==> src/rtl/synth_pkg.sv <==
`default_nettype none
// ============================================================================
//  Module      : synth_pkg
//  Description : Shared sizing constants and waveform encodings for the TDM
//                voice oscillator slice.
//  Contents    : NUM_VOICES, CHANBITS, D_W, PHASE_W, SHAPE_W, wave_e
//  Revision    : 1.0 - initial release
// ============================================================================
package synth_pkg;

    localparam int NUM_VOICES = 4;   // TDM voice slots per frame
    localparam int CHANBITS   = 2;   // voice index width
    localparam int D_W        = 16;  // sample width, fix15 unsigned
    localparam int PHASE_W    = 24;  // phase accumulator width
    localparam int SHAPE_W    = 16;  // phase bits seen by the wave shaper

    typedef enum logic [1:0] {
        WAVE_SAW     = 2'd0,
        WAVE_SQUARE  = 2'd1,
        WAVE_TRI     = 2'd2,
        WAVE_SILENCE = 2'd3
    } wave_e;

endpackage
`default_nettype wire

==> src/rtl/tdm_voice_oscillator_if.sv <==
`default_nettype none
// ============================================================================
//  Module      : tdm_voice_oscillator_if
//  Description : Configuration write bus for the TDM voice oscillator.
//                The host (master) presents a voice configuration with
//                cfg_we; the oscillator (slave) takes it when cfg_ready=1.
//  Signals     : cfg_we, cfg_voice, cfg_inc, cfg_wave, cfg_gate  (master->slave)
//                cfg_ready                                     (slave->master)
//  Revision    : 1.0 - initial release
// ============================================================================
interface tdm_voice_oscillator_if #(
    parameter int CHANBITS = synth_pkg::CHANBITS,
    parameter int PHASE_W  = synth_pkg::PHASE_W
);

    logic                cfg_we;
    logic [CHANBITS-1:0] cfg_voice;
    logic [PHASE_W-1:0]  cfg_inc;
    logic [1:0]          cfg_wave;
    logic                cfg_gate;
    logic                cfg_ready;

    modport master (
        output cfg_we, cfg_voice, cfg_inc, cfg_wave, cfg_gate,
        input  cfg_ready
    );

    modport slave (
        input  cfg_we, cfg_voice, cfg_inc, cfg_wave, cfg_gate,
        output cfg_ready
    );

endinterface
`default_nettype wire

==> src/rtl/voice_wave_shaper.sv <==
`default_nettype none
// ============================================================================
//  Module      : voice_wave_shaper
//  Description : Combinational phase-to-sample mapping. Takes the top 16
//                phase bits of one voice and produces a fix15 unsigned sample
//                in [0, 0x7FFF]. A low gate forces silence.
//  Ports       : phase_msb (in 16), wave (in 2), gate (in 1),
//                sample (out D_W)
//  Revision    : 1.0 - initial release
// ============================================================================
module voice_wave_shaper #(
    parameter int D_W = synth_pkg::D_W
) (
    input  logic [15:0]    phase_msb,
    input  logic [1:0]     wave,
    input  logic           gate,
    output logic [D_W-1:0] sample
);
    import synth_pkg::*;

    logic [15:0] w_shape;

    always_comb begin
        w_shape = 16'h0000;
        if (gate) begin
            case (wave_e'(wave))
                WAVE_SAW:     w_shape = {1'b0, phase_msb[15:1]};
                WAVE_SQUARE:  w_shape = phase_msb[15] ? 16'h7FFF : 16'h0000;
                // Fold the second half of the cycle back down.
                WAVE_TRI:     w_shape = {1'b0, phase_msb[15] ? ~phase_msb[14:0]
                                                             :  phase_msb[14:0]};
                default:      w_shape = 16'h0000;
            endcase
        end
    end

    assign sample = D_W'(w_shape);

endmodule
`default_nettype wire

==> src/rtl/tdm_voice_oscillator.sv <==
`default_nettype none
// ============================================================================
//  Module      : tdm_voice_oscillator
//  Description : Time-multiplexed phase-accumulator oscillator. One voice
//                slot is serviced per enabled cycle; each slot issues the
//                sample of its pre-update phase and then advances the phase.
//                Configuration writes pass through a single-entry buffer that
//                commits only when it cannot collide with the target voice's
//                own phase update.
//  Ports       : dsp_clk, rst_n (async, active low), dsp_enable,
//                cfg (config bus, slave modport),
//                chan_out, data_out, chan_enabled_out, frame_start
//  Revision    : 1.0 - initial release
// ============================================================================
module tdm_voice_oscillator #(
    parameter int NUM_VOICES = synth_pkg::NUM_VOICES,
    parameter int CHANBITS   = synth_pkg::CHANBITS,
    parameter int D_W        = synth_pkg::D_W,
    parameter int PHASE_W    = synth_pkg::PHASE_W
) (
    input  logic                   dsp_clk,
    input  logic                   rst_n,
    input  logic                   dsp_enable,
    tdm_voice_oscillator_if.slave  cfg,
    output logic [CHANBITS-1:0]    chan_out,
    output logic [D_W-1:0]         data_out,
    output logic                   chan_enabled_out,
    output logic                   frame_start
);
    import synth_pkg::*;

    localparam logic [CHANBITS-1:0] C_LAST_SLOT = CHANBITS'(NUM_VOICES - 1);

    // Per-voice state, indexed by slot
    logic [CHANBITS-1:0] r_slot;
    logic [PHASE_W-1:0]  r_phase [NUM_VOICES];
    logic [PHASE_W-1:0]  r_inc   [NUM_VOICES];
    wave_e               r_wave  [NUM_VOICES];
    logic [NUM_VOICES-1:0] r_gate;

    // Single-entry configuration buffer
    logic                r_buf_valid;
    logic [CHANBITS-1:0] r_buf_voice;
    logic [PHASE_W-1:0]  r_buf_inc;
    wave_e               r_buf_wave;
    logic                r_buf_gate;

    logic [PHASE_W-1:0]  w_cur_phase;
    logic [D_W-1:0]      w_sample;
    logic                w_commit;
    logic                w_accept;

    assign w_cur_phase = r_phase[r_slot];

    // Hold the buffer back while its voice is the one being updated this
    // cycle, so a voice never mixes old and new configuration in one step.
    assign w_commit = r_buf_valid && (!dsp_enable || (r_slot != r_buf_voice));
    assign w_accept = cfg.cfg_we && !r_buf_valid;

    assign cfg.cfg_ready = ~r_buf_valid;

    voice_wave_shaper #(
        .D_W (D_W)
    ) u_shaper (
        .phase_msb (w_cur_phase[PHASE_W-1 -: SHAPE_W]),
        .wave      (r_wave[r_slot]),
        .gate      (r_gate[r_slot]),
        .sample    (w_sample)
    );

    always_ff @(posedge dsp_clk or negedge rst_n) begin
        if (!rst_n) begin
            r_slot           <= '0;
            r_gate           <= '0;
            r_buf_valid      <= 1'b0;
            r_buf_voice      <= '0;
            r_buf_inc        <= '0;
            r_buf_wave       <= WAVE_SILENCE;
            r_buf_gate       <= 1'b0;
            chan_out         <= '0;
            data_out         <= '0;
            chan_enabled_out <= 1'b0;
            frame_start      <= 1'b0;
            for (int i = 0; i < NUM_VOICES; i++) begin
                r_phase[i] <= '0;
                r_inc[i]   <= '0;
                r_wave[i]  <= WAVE_SILENCE;
            end
        end else begin
            // frame_start marks a freshly issued slot-0 sample only
            frame_start <= dsp_enable && (r_slot == '0);

            if (dsp_enable) begin
                chan_out         <= r_slot;
                data_out         <= w_sample;
                chan_enabled_out <= r_gate[r_slot];
                r_phase[r_slot]  <= r_gate[r_slot] ? (w_cur_phase + r_inc[r_slot]) : '0;
                r_slot           <= (r_slot == C_LAST_SLOT) ? '0 : (r_slot + 1'b1);
            end

            if (w_commit) begin
                r_inc[r_buf_voice]  <= r_buf_inc;
                r_wave[r_buf_voice] <= r_buf_wave;
                r_gate[r_buf_voice] <= r_buf_gate;
                r_buf_valid         <= 1'b0;
            end else if (w_accept) begin
                r_buf_valid <= 1'b1;
                r_buf_voice <= cfg.cfg_voice;
                r_buf_inc   <= cfg.cfg_inc;
                r_buf_wave  <= wave_e'(cfg.cfg_wave);
                r_buf_gate  <= cfg.cfg_gate;
            end
        end
    end

endmodule
`default_nettype wire

==> src/flat_wrapper.sv <==
// flat-port wrapper written by rule: the top's interface ports become plain ports
module tdm_voice_oscillator_flat import synth_pkg::*;
#(
    parameter int NUM_VOICES = synth_pkg::NUM_VOICES,
    parameter int CHANBITS   = synth_pkg::CHANBITS,
    parameter int D_W        = synth_pkg::D_W,
    parameter int PHASE_W    = synth_pkg::PHASE_W
)
  (dsp_clk, rst_n, dsp_enable, chan_out, data_out, chan_enabled_out, frame_start, cfg_cfg_we, cfg_cfg_voice, cfg_cfg_inc, cfg_cfg_wave, cfg_cfg_gate, cfg_cfg_ready);
  tdm_voice_oscillator_if #(.CHANBITS(CHANBITS), .PHASE_W(PHASE_W)) cfg_i ();
  input  logic dsp_clk;
  input  logic rst_n;
  input  logic dsp_enable;
  output logic [CHANBITS-1:0] chan_out;
  output logic [D_W-1:0] data_out;
  output logic chan_enabled_out;
  output logic frame_start;
  input wire logic [$bits(cfg_i.cfg_we)-1:0] cfg_cfg_we;
  input wire logic [$bits(cfg_i.cfg_voice)-1:0] cfg_cfg_voice;
  input wire logic [$bits(cfg_i.cfg_inc)-1:0] cfg_cfg_inc;
  input wire logic [$bits(cfg_i.cfg_wave)-1:0] cfg_cfg_wave;
  input wire logic [$bits(cfg_i.cfg_gate)-1:0] cfg_cfg_gate;
  output wire logic [$bits(cfg_i.cfg_ready)-1:0] cfg_cfg_ready;
  assign cfg_i.cfg_we = cfg_cfg_we;
  assign cfg_i.cfg_voice = cfg_cfg_voice;
  assign cfg_i.cfg_inc = cfg_cfg_inc;
  assign cfg_i.cfg_wave = cfg_cfg_wave;
  assign cfg_i.cfg_gate = cfg_cfg_gate;
  assign cfg_cfg_ready = cfg_i.cfg_ready;
  tdm_voice_oscillator #(.NUM_VOICES(NUM_VOICES), .CHANBITS(CHANBITS), .D_W(D_W), .PHASE_W(PHASE_W)) u_core (.dsp_clk(dsp_clk), .rst_n(rst_n), .dsp_enable(dsp_enable), .cfg(cfg_i), .chan_out(chan_out), .data_out(data_out), .chan_enabled_out(chan_enabled_out), .frame_start(frame_start));
endmodule
==> config.mk <==
export PLATFORM = sky130hd
export DESIGN_NAME = tdm_voice_oscillator_flat
export DESIGN_NICKNAME = d
export VERILOG_FILES = /design/src/rtl/synth_pkg.sv /design/src/rtl/tdm_voice_oscillator_if.sv /design/src/rtl/voice_wave_shaper.sv /design/src/rtl/tdm_voice_oscillator.sv /design/src/flat_wrapper.sv
export SDC_FILE = /design/constraint.sdc
export NUM_CORES = 1
export LEC_CHECK = 0
export ABC_AREA = 0
export BUFFER_PORTS_ARGS = -buffer_cell sky130_fd_sc_hd__clkbuf_2
export CORE_MARGIN = 4
export CORE_UTILIZATION = 62
export CTS_CLUSTER_DIAMETER = 30
export DETAILED_ROUTE_END_ITERATION = 10
export PLACE_DENSITY = 0.77
export SYNTH_ARGS = -nofsm -noshare
export SYNTH_HDL_FRONTEND = slang
export SYNTH_SLANG_ARGS = --single-unit
==> constraint.sdc <==
create_clock -name dsp_clk -period 4.5 [get_ports dsp_clk]
set_clock_uncertainty 0.15 [all_clocks]
set_input_delay 0.225 -clock dsp_clk [delete_from_list [all_inputs] [get_ports dsp_clk]]
set_output_delay 0.225 -clock dsp_clk [all_outputs]
set_load 0.01 [all_outputs]
==> qor.csv <==
stage;metric;value;unit
setup_path;required;4.74;ns
detailed_routing;antenna_left;0;
timing;setup_viol;0;
grt;overflow;0;
synthesis;syn_area;0.0127;mm²
timing;drv_slew;0;
synthesis;yosys_warnings;0;
setup_path;crit_family;compound AO/OA/AOI/OAI gates;
clock_network;cts_max_level;2;
grt;antenna_found_initial;0;
clock_network;cts_buffers;46;
detailed_routing;via_per_inst;6.41;
clock_network;cts_resized;0;
detailed_routing;routed_wl;31900;µm
floorplanning;io_pins;54;
grt;grt.total_usage;29.5;%
clock_network;insertion_delay;0.54;ns
setup_path;arrival;4.21;ns
placement;io_buffers;52;
floorplanning;start_util;64.0;%
worst_hold_path;hp-class;input port to register;
layout;drive_gt1_share;32.9;%
detailed_routing;drc;0;
timing;timing.hold.ws;0.119;ns
job;max_cap_viol_count;0;
setup_path;worst_setup_path_end_kind;register;
setup_path;critPathKind;register to register;
setup_path;critical-path-max-stage-delay;0.69;ns
setup_path;crit_buf_inv;1;
synthesis;ys_types;67;
detailed_routing;drt-pass1-iter-count;5;
timing;fmax;252;MHz
clock_network;cts_sinks;255;
grt;grt_pass1_vias;9457;
floorplanning;fp.dieH;151;µm
setup_path;cp_slowest_cell;dfrtp_4;
layout;layout.nets;1163;
setup_path;start_kind;register;
synthesis;syn_nets;1077;
setup_path;crit_fanout;25;
timing;post-route-period-util;88.1;%
synthesis;ys_seq_area_share;50.5;%
power_and_ir_drop;power;13.8;mW
synthesis;async_flop_share;100;%
floorplanning;fp.dieW;151;µm
timing;hold_viol_final;0;
layout;antennaDiodeCount;0;
clock_network;post_cts_buffers;0;
placement;dp_cells;1289;
timing;tightest_slew;0.837;ns
grt;grt_max_degree;103;
clock_network;cts.path.max_buffers;3;
floorplanning;coreArea;0.0198;mm²
setup_path;worstPathCellList;buf_12, mux4_2, ha_1, nand2_1, o21ai_1, o2111ai_2, a21oi_1, o21ai_0, a32o_1;
detailed_routing;wl_per_cell;22.7;µm
status;status;finished clean;
clock_network;cts_tree;yes;
power_and_ir_drop;power_density;923;mW/mm²
clock_network;hold_buffers;30;
clock_network;clk_pin_slew;0.05;ns
layout;fin_cells;1402;
synthesis;synth_ff_type;dfrtp_1;
timing;rsz0062_at_grt;false;
timing;final.setup.tns;0;ns
timing;maxSlewHeadroom;44.0;%
floorplanning;fp-row-count;51;
synthesis;synth_edf_count;0;
placement;gp_congestion;0.903;
clock_network;clockRootBuffer;clkbuf_16;
synthesis;synth_seq_cells;255;
floorplanning;dieArea;0.0228;mm²
detailed_routing;drt_iter0_drc;855;
detailed_routing;num_vias;8984;
synthesis;postSynthCellCount;1016;
grt;grt_pass1_wl;52100;µm
timing;fin_crit;3.96;ns
power_and_ir_drop;peakVddDrop;0.000579;V
power_and_ir_drop;cellLeakagePower;6.53;nW
placement;hpwl;19300;µm
layout;area_delta_synth_final;18.6;%
synthesis;syn_area_per_cell;12.5;µm²
## path summary, 6_finish.rpt
check	cells past startpoint	endpoint	slack, ns	start
max	9	u_core.r_phase[45]	0.54	u_core.r_slot[0]
min reg2reg	2	u_core.r_phase[78]	0.32	u_core.r_phase[78]
max in group asynchronous	3	u_core.r_inc[64]	2.84	rst_n
max reg2reg	9	u_core.r_phase[45]	0.54	u_core.r_slot[0]
min	3	u_core.r_buf_valid	0.12	cfg_cfg_we
min in group asynchronous	2	u_core.r_phase[1]	0.15	rst_n
## cells in the mapped netlist (5+ instances only)
| cell type | count | area (µm²) |
|---|---|---|
| nand2_1 | 119 | 447 |
| o21ai_1 | 9 | 45.0 |
| dfrtp_1 | 245 | 6130 |
| buf_6 | 5 | 56.3 |
| clkbuf_1 | 22 | 82.6 |
| nand4_1 | 6 | 37.5 |
| buf_4 | 6 | 45.0 |
| ha_1 | 27 | 338 |
| o22ai_1 | 14 | 87.6 |
| xor2_1 | 8 | 70.1 |
| a32o_1 | 12 | 120 |
| o211ai_1 | 7 | 52.6 |
| nor3_1 | 7 | 35.0 |
| nor2_1 | 16 | 60.1 |
| a21oi_1 | 42 | 210 |
| and3_1 | 8 | 50.1 |
| a21o_1 | 8 | 60.1 |
| nand3_1 | 15 | 75.1 |
| or3_1 | 5 | 31.3 |
| o31ai_1 | 8 | 60.1 |
| inv_1 | 26 | 97.6 |
| xnor2_1 | 25 | 219 |
| buf_2 | 24 | 120 |
| o21ai_0 | 55 | 275 |
| dfstp_2 | 10 | 263 |
| a22o_1 | 32 | 280 |
| mux4_2 | 50 | 1130 |
| mux2_2 | 140 | 1580 |
## worst register-to-register path, delay by kind of cell (launching register included)
| family | cells | cell delay, ns |
|---|---|---|
| flops | 1 | 0.69 |
| compound gates | 5 | 1.51 |
| mux | 1 | 0.59 |
| buf+inv | 1 | 0.30 |
| fa+ha+maj | 1 | 0.46 |
| simple gates | 1 | 0.13 |
## placed cells by master, fill, tap and decap left out, drive strengths merged, types with 6 or more instances in the layout
master         n
a22o          32
a32o          12
ha            27
and3           8
clkinvlp       9
o211ai         7
dlygate4sd3   30
clkbuf       106
o31ai          8
clkinv        12
a21o           8
a21oi         44
nand4          7
nand3         16
dfstp         10
nand2        121
nor2          16
dfrtp        245
bufinv         6
xor2           8
nor3          10
mux4          50
mux2         145
o21ai         66
xnor2         25
o22ai         14
buf           19
inv           28
## layer usage
layer  wire length (µm)  vias to the layer above  track usage [%]
met4                726                        0             8.79
li1                   -                     3935                -
met3               2200                       69             5.92
met5                  0                        -                0
met2              15400                      389             46.8
met1              13500                     4591             42.0
## cell type report
cell class | instances | area [µm²]
Clock buffer | 55 | 1230
Clock inverter | 28 | 360
Fill cell | 1209 | 4770
Inverter | 27 | 101
Multi-Input combinational cell | 672 | 5840
Sequential cell | 255 | 6400
Tap cell | 265 | 332
Timing Repair Buffer | 100 | 743
## flip-flops by register name, indices dropped and copies added (netlist names), 2 cells and up
signal and cells:
u_core.r_buf_voice 2, u_core.r_slot 2, u_core.r_gate 4, u_core.r_buf_wave 2, u_core.chan_out 2, u_core.data_out 15, u_core.r_phase 96, u_core.r_inc 96
u_core.r_wave 8, u_core.r_buf_inc 24
## power breakdown
group          total, mW  internal (mW)  switching, mW
logic               6.29           2.64           3.65
registers           4.04           3.31          0.728
clock network       3.52           2.31           1.20
## cell families after synthesis
logic type	Yosys count	share of synthesized area, %
other	1	0.0296
multiplexers	200	22.3
flip-flops	255	50.5
adder cells (fa/ha/maj)	28	2.83
XOR/XNOR	33	2.28
AO/OA/AOI/OAI	215	11.6
buffers and inverters	89	3.37
AND/OR/NAND/NOR	195	7.05
## per-stage QoR
stage	cell area, µm²	utilization [%]	setup slack, ns
finish	15000	75.9	0.536
global route	15000	75.9	0.378
CTS	15000	75.9	0.627
detailed placement	13100	66.3	0.655
global placement	13100	66.3	0.697
floorplan	12700	-	0.865
No activity file was read; power rests on OpenSTA's default activity.
